`src/rtl/alu_pkg.sv`:
```
// Shared definitions for the alu32 datapath and the round-robin scheduler
// that time-multiplexes it between several requesters.
//   - alu_op_t           : opcode encoding understood by alu32
//   - alu_sched_state_t  : scheduler FSM states
//   - alu_op_legal()     : true when a raw 4-bit opcode maps onto alu_op_t
package alu_pkg;

    localparam int ALU_W       = 32;
    localparam int ALU_NUM_OPS = 9;

    typedef enum logic [3:0] {
        ALU_ADD = 4'd0,
        ALU_SUB = 4'd1,
        ALU_AND = 4'd2,
        ALU_OR  = 4'd3,
        ALU_XOR = 4'd4,
        ALU_SLL = 4'd5,
        ALU_SRL = 4'd6,
        ALU_SRA = 4'd7,
        ALU_SLT = 4'd8
    } alu_op_t;

    typedef enum logic [1:0] {
        IDLE = 2'd0,
        EXEC = 2'd1,
        RESP = 2'd2
    } alu_sched_state_t;

    // Opcodes are dense from zero, so legality is a single compare.
    function automatic bit alu_op_legal(input logic [3:0] op);
        return (op < 4'(ALU_NUM_OPS));
    endfunction

endpackage

```
`src/rtl/alu32.sv`:
```
// Purely combinational 32-bit ALU.
//   a, b : operands          op : alu_op_t opcode
//   y    : result            z/n/c/v : zero, negative, carry, overflow
// SUB sets c as "no borrow" (a >= b unsigned). c and v are 0 for
// non-arithmetic ops. Unknown opcodes produce y = 0.
module alu32
    import alu_pkg::*;
(
    input  logic [ALU_W-1:0] a,
    input  logic [ALU_W-1:0] b,
    input  alu_op_t          op,
    output logic [ALU_W-1:0] y,
    output logic             z,
    output logic             n,
    output logic             c,
    output logic             v
);

    logic [ALU_W:0] sum_s;
    logic [ALU_W:0] dif_s;

    // Result and flag generation for every opcode.
    always_comb begin
        sum_s = {1'b0, a} + {1'b0, b};
        dif_s = {1'b0, a} + {1'b0, ~b} + 33'd1;
        y     = 32'd0;
        c     = 1'b0;
        v     = 1'b0;
        case (op)
            ALU_ADD: begin
                y = sum_s[ALU_W-1:0];
                c = sum_s[ALU_W];
                v = (a[31] == b[31]) && (sum_s[31] != a[31]);
            end
            ALU_SUB: begin
                y = dif_s[ALU_W-1:0];
                c = dif_s[ALU_W];
                v = (a[31] != b[31]) && (dif_s[31] != a[31]);
            end
            ALU_AND: y = a & b;
            ALU_OR:  y = a | b;
            ALU_XOR: y = a ^ b;
            ALU_SLL: y = a << b[4:0];
            ALU_SRL: y = a >> b[4:0];
            ALU_SRA: y = $unsigned($signed(a) >>> b[4:0]);
            ALU_SLT: y = {31'd0, ($signed(a) < $signed(b))};
            default: y = 32'd0;
        endcase
        z = (y == 32'd0);
        n = y[31];
    end

endmodule

```
`src/rtl/alu_rr_arbiter.sv`:
```
// Combinational round-robin arbiter. The search starts one past last_grant
// and wraps, so the most recently served requester has lowest priority.
//   req        : request bits          last_grant : previous winner
//   en         : allows a grant        gnt_onehot : one-hot grant (0 if !en)
//   gnt_idx    : index of the winner   any        : a grant is being issued
module alu_rr_arbiter #(
    parameter int N  = 2,
    parameter int IW = (N > 1) ? $clog2(N) : 1
) (
    input  logic [N-1:0]  req,
    input  logic [IW-1:0] last_grant,
    input  logic          en,
    output logic [N-1:0]  gnt_onehot,
    output logic [IW-1:0] gnt_idx,
    output logic          any
);

    logic found_s;
    int   idx_s;

    // Rotating priority search; first hit after last_grant wins.
    always_comb begin
        gnt_onehot = '0;
        gnt_idx    = '0;
        found_s    = 1'b0;
        idx_s      = 0;
        for (int k = 1; k <= N; k++) begin
            idx_s = (int'(last_grant) + k) % N;
            if (!found_s && req[idx_s[IW-1:0]]) begin
                found_s                 = 1'b1;
                gnt_idx                 = idx_s[IW-1:0];
                gnt_onehot[idx_s[IW-1:0]] = en;
            end else begin
                found_s = found_s;
            end
        end
        any = found_s && en;
    end

endmodule

```
`src/rtl/alu_rr_sched.sv`:
```
// Shares one alu32 between NUM_REQ requesters.
//   clk, rst_n                   : clock, async active-low reset
//   req_valid/req_ready          : per-requester handshake (ready one-hot or 0)
//   req_a, req_b, req_op         : packed operands/opcodes, slot i at i*width
//   resp_valid/resp_ready        : single response channel
//   resp_y, resp_z/n/c/v, resp_id, resp_err : registered result, flags, source
//   busy                         : scheduler not idle
//   done_cnt                     : completed responses, wrapping
// One operation is in flight at a time: IDLE accepts, EXEC captures the
// ALU output, RESP holds it until the consumer takes it.
module alu_rr_sched
    import alu_pkg::*;
#(
    parameter int NUM_REQ = 2,
    parameter int ID_W    = $clog2(NUM_REQ),
    parameter int CNT_W   = 16
) (
    input  logic                     clk,
    input  logic                     rst_n,
    input  logic [NUM_REQ-1:0]       req_valid,
    output logic [NUM_REQ-1:0]       req_ready,
    input  logic [NUM_REQ*ALU_W-1:0] req_a,
    input  logic [NUM_REQ*ALU_W-1:0] req_b,
    input  logic [NUM_REQ*4-1:0]     req_op,
    output logic                     resp_valid,
    input  logic                     resp_ready,
    output logic [ALU_W-1:0]         resp_y,
    output logic                     resp_z,
    output logic                     resp_n,
    output logic                     resp_c,
    output logic                     resp_v,
    output logic [ID_W-1:0]          resp_id,
    output logic                     resp_err,
    output logic                     busy,
    output logic [CNT_W-1:0]         done_cnt
);

    alu_sched_state_t state_r;
    logic [ID_W-1:0]  last_grant_r;
    logic [ALU_W-1:0] a_r;
    logic [ALU_W-1:0] b_r;
    logic [3:0]       op_r;
    logic [ID_W-1:0]  id_r;

    logic [NUM_REQ-1:0] gnt_onehot_s;
    logic [ID_W-1:0]    gnt_idx_s;
    logic               any_s;
    logic               en_s;
    logic [ALU_W-1:0]   y_s;
    logic               z_s, n_s, c_s, v_s;

    // Grants only while idle; held off during reset so ready reads 0.
    assign en_s      = (state_r == IDLE) && rst_n;
    assign req_ready = gnt_onehot_s;
    assign busy      = (state_r != IDLE);

    alu_rr_arbiter #(.N(NUM_REQ), .IW(ID_W)) u_arb (
        .req        (req_valid),
        .last_grant (last_grant_r),
        .en         (en_s),
        .gnt_onehot (gnt_onehot_s),
        .gnt_idx    (gnt_idx_s),
        .any        (any_s)
    );

    alu32 u_alu (
        .a  (a_r),
        .b  (b_r),
        .op (alu_op_t'(op_r)),
        .y  (y_s),
        .z  (z_s),
        .n  (n_s),
        .c  (c_s),
        .v  (v_s)
    );

    // Scheduler FSM with all operand and response registers.
    always_ff @(posedge clk or negedge rst_n) begin
        if (!rst_n) begin
            state_r      <= IDLE;
            last_grant_r <= ID_W'(NUM_REQ - 1);
            a_r          <= '0;
            b_r          <= '0;
            op_r         <= 4'd0;
            id_r         <= '0;
            resp_valid   <= 1'b0;
            resp_y       <= '0;
            resp_z       <= 1'b0;
            resp_n       <= 1'b0;
            resp_c       <= 1'b0;
            resp_v       <= 1'b0;
            resp_id      <= '0;
            resp_err     <= 1'b0;
            done_cnt     <= '0;
        end else begin
            case (state_r)
                IDLE: begin
                    if (any_s) begin
                        a_r          <= req_a[int'(gnt_idx_s)*ALU_W +: ALU_W];
                        b_r          <= req_b[int'(gnt_idx_s)*ALU_W +: ALU_W];
                        op_r         <= req_op[int'(gnt_idx_s)*4 +: 4];
                        id_r         <= gnt_idx_s;
                        last_grant_r <= gnt_idx_s;
                        state_r      <= EXEC;
                    end else begin
                        state_r <= IDLE;
                    end
                end
                EXEC: begin
                    // Illegal opcodes report an error with a zeroed result.
                    if (alu_op_legal(op_r)) begin
                        resp_y   <= y_s;
                        resp_z   <= z_s;
                        resp_n   <= n_s;
                        resp_c   <= c_s;
                        resp_v   <= v_s;
                        resp_err <= 1'b0;
                    end else begin
                        resp_y   <= '0;
                        resp_z   <= 1'b0;
                        resp_n   <= 1'b0;
                        resp_c   <= 1'b0;
                        resp_v   <= 1'b0;
                        resp_err <= 1'b1;
                    end
                    resp_id    <= id_r;
                    resp_valid <= 1'b1;
                    state_r    <= RESP;
                end
                RESP: begin
                    if (resp_ready) begin
                        resp_valid <= 1'b0;
                        done_cnt   <= done_cnt + CNT_W'(1);
                        state_r    <= IDLE;
                    end else begin
                        state_r <= RESP;
                    end
                end
                default: begin
                    resp_valid <= 1'b0;
                    state_r    <= IDLE;
                end
            endcase
        end
    end

endmodule

```
`config.mk`:
```
export PLATFORM = sky130hd
export DESIGN_NAME = alu_rr_sched
export DESIGN_NICKNAME = d
export VERILOG_FILES = /design/src/rtl/alu_pkg.sv /design/src/rtl/alu32.sv /design/src/rtl/alu_rr_arbiter.sv /design/src/rtl/alu_rr_sched.sv
export SDC_FILE = /design/constraint.sdc
export NUM_CORES = 1
export LEC_CHECK = 0
export ABC_AREA = 0
export BUFFER_PORTS_ARGS = -buffer_cell sky130_fd_sc_hd__buf_2
export CAP_MARGIN = 30
export CORE_MARGIN = 2
export CORE_UTILIZATION = 40
export CTS_BUF_LIST = sky130_fd_sc_hd__clkbuf_4 sky130_fd_sc_hd__clkbuf_8
export CTS_CLUSTER_DIAMETER = 40
export CTS_CLUSTER_SIZE = 25
export DETAILED_ROUTE_END_ITERATION = 10
export PLACE_DENSITY = 0.7
export REMOVE_ABC_BUFFERS = 1
export SYNTH_ARGS = -nofsm -noshare
export SYNTH_HDL_FRONTEND = slang
export SYNTH_SLANG_ARGS = --single-unit
```
`constraint.sdc`:
```
create_clock -name clk -period 4.3 [get_ports clk]
set_clock_uncertainty 0.2 [all_clocks]
set_input_delay 0.86 -clock clk [delete_from_list [all_inputs] [get_ports clk]]
set_output_delay 0.86 -clock clk [all_outputs]
set_load 0.02 [all_outputs]
```
==> impl_metrics.tcl <==
set metrics [dict create \
    outcome "finished clean" \
    syn_to_final_growth_pct 26.9 \
    antenna_cells 0 \
    syn_avg_cell_area_um2 7.87 \
    wl_um 76100 \
    final_common_cell "buf_4" \
    fin_ws_ns 0.151 \
    io_pins 199 \
    die_area_mm2 0.0407 \
    synth_top_area_share_pct 20.0 \
    cts_num_sinks 126 \
    antenna_found_initial 0 \
    core_area_mm2 0.0386 \
    insertion_delay_ns 0.54 \
    clockBufferDepth 2 \
    ys_warn_count 0 \
    p_leak_nw 9.13 \
    yosys.area.top_type "dfrtp_1" \
    finalPower_mw 19.0 \
    port-buffer-count 198 \
    cp_max_fo 3 \
    mostFrequentLayoutCells "buf_4, nand2_1, buf_2" \
    r2r_end "resp_z" \
    pwr-share-clk_pct 5.8 \
    cts_max_level 4 \
    layout_min_cycle_time_ns 4.15 \
    drv_slew 0 \
    initial_core_util_pct 40.4 \
    hold_depth 2 \
    reg2reg_slack_ns 0.15 \
    root_buffer "clkbuf_8" \
    path_clk_slew_ns 0.08 \
    final.setup.tns_ns 0 \
    grt_pass1_wl_um 114000 \
    async_flop_share_pct 100 \
    rr_startpoint "a_r[10]" \
    worst_ep_arrival_time_ns 4.40 \
    gp_congestion 1.05 \
    end_kind "register" \
    rr_worst_depth 15 \
    num_rows 72 \
    hpwlAfterDp_um 60400 \
    whs_endpoint "resp_y[18]" \
    die_h_um 202 \
    start_kind "register" \
    syn_area_mm2 0.0156 \
    synth_seq_cells 126 \
    drtIter0Drc 2042 \
    grt_max_degree 64 \
    drc_errors 0 \
    yosysSeqAreaShare_pct 20.2 \
    ant_nets 0 \
    grt.total_usage_pct 37.1 \
    hold_path_class "reg -> reg" \
    power.internal_mw 8.48 \
    dpl_worst_slack_ns 0.0417 \
    switchingPower_mw 10.5 \
    cts_buffers 17 \
    synth_edf_count 0 \
    overflow 0 \
    postLayoutCellArea_mm2 0.0198 \
    fin_nets 2600 \
    cp.required_ns 4.55 \
    final_hold_viol_count 0 \
    netlist_instances 1986 \
    first_pass_iters 6 \
    power_density_mw_per_mm2 959 \
    grt_pass1_vias 17800 \
    vdd_drop_max_v 0.000545 \
    drv_cap 0 \
    worst_pin_slew_ns 1.31 \
    ys_types 92 \
    seqPwrFrac_pct 11.4 \
    drive_above_1_share_pct 29.7 \
    period_share_pct 96.5 \
    vias 18400 \
    placed_cell_area_mm2 0.0192 \
    criticalPathCategory "reg -> reg" \
    die_w_um 202 \
    pwr-share-comb_pct 82.8 \
    min_from "resp_y[18]" \
    avgViaCountPerCell 6.38 \
    slew_headroom_pct 12.7 \
    p_sw_share_pct 55.4 \
    grt_setup_unrepaired "yes" \
    detail_route.wl_per_cell_um 26.3 \
    cts_tree "done" \
    synth_flop_cell "dfrtp_1" \
    fmax_mhz 241 \
    setup_viol_count_final 0 \
    yosys-top-cells-area "dfrtp_1, mux2i_1, ha_1, o21ai_0, nand2_1" \
]
[through the flow]
stage               utilization, %  std cells  hold WS, ns
finish                        51.3       2890        0.266
global route                  51.3       2890        0.303
CTS                           50.7       2885        0.274
detailed placement            49.6       2852        0.255
global placement              49.6       2852        0.247
floorplan                        -       1814        0.239
[routing by layer]
layer	wire, um	GRT usage (%)	vias up
met5	0	0	-
met4	4350	18.7	0
met2	32600	55.9	1147
li1	-	-	8096
met3	7930	8.97	253
met1	31300	49.4	8930
[flip-flops by register name, indices dropped and copies added (netlist names)]
name,flops
a_r,32
b_r,32
resp_y,32
done_cnt,16
op_r,4
state_r,2
id_r,1
last_grant_r,1
resp_c,1
resp_err,1
resp_id,1
resp_v,1
resp_valid,1
resp_z,1
[cell type report]
type / instances / area [um^2]
Tap cell: 518 / 648
Clock buffer: 19 / 249
Timing Repair Buffer: 526 / 3620
Clock inverter: 13 / 141
Multi-Input combinational cell: 1582 / 11600
Sequential cell: 126 / 3160
Fill cell: 3793 / 18800
Inverter: 106 / 398
[logic make-up (layout without fill, tap and decap cells)]
group                      Yosys count  count (layout)  synth area share [%]
buffers and inverters              278             664                  7.40
muxes                              214             214                  17.0
xor gates and xnor gates            27              27                  1.51
and+or+nand+nor                    607             607                  18.5
adders and majority gates          100             100                  8.10
AOI/OAI and AO/OA                  634             634                  27.3
DFF                                126             126                  20.2
[power groups by stage]
| stage | Sequential (mW) | Combinational (mW) | Clock [mW] |
|---|---|---|---|
| final | 2.17 | 15.8 | 1.10 |
| after floorplan | 2.74 | 7.61 | 0 |
| after global routing | 2.22 | 16.6 | 1.16 |
| after global placement | 2.17 | 14.7 | 0 |
| after CTS | 2.16 | 14.9 | 1.12 |
| after detailed placement | 2.18 | 14.8 | 0 |
[what timing repair did]
item	CTS	global route
endpoints found under the hold margin	6	0
pin swaps	0	15
buffers inserted	0	4
setup endpoints to repair	1	4
gates resized for setup	2	44
hold buffers	1	0
[worst max-delay path, stage by stage (launching register included)]
cell,delay (ns)
dfrtp_1,0.38
inv_1,0.26
ha_1,0.31
or4_4,0.57
or3_4,0.35
a21oi_4,0.24
a2bb2oi_1,0.14
buf_4,0.17
a21boi_1,0.25
o311ai_0,0.15
nand2_1,0.20
nand2_1,0.09
nor4_2,0.25
buf_4,0.15
nand4_1,0.14
o31ai_2,0.21
[worst max path at each step]
stage / from / to / slack [ns] / depth (start not counted)
6_report: a_r[10] / resp_z / 0.15 / 15
5_1_grt: b_r[0] / resp_z / -0.06 / 15
4_1_cts: b_r[0] / resp_z / 0.006 / 17
3_5_place_dp: b_r[0] / resp_z / 0.04 / 17
3_3_place_gp: b_r[0] / resp_z / -0.01 / 17
2_1_floorplan: req_valid[1] / req_ready[1] / -5.47 / 2
[cells in the mapped netlist (19+ instances only)]
master and count:
mux4_2 38, a31oi_1 19, nor2_1 130, o22ai_1 24
xnor2_1 22, nor2b_1 21, nor4_1 20, mux2i_1 142
inv_1 104, dfrtp_1 125, clkbuf_1 105, mux2_2 33
nand2_1 234, a221oi_1 23, nor3_1 21, nand4_1 21
a21oi_1 113, nand2b_1 24, ha_1 98, o31ai_1 20
a22oi_1 23, o211ai_1 36, a21o_1 34, o21ai_0 177
a211oi_1 30, nand3_1 49, buf_2 37, and3_1 20
(Power assumes the default switching activity.)
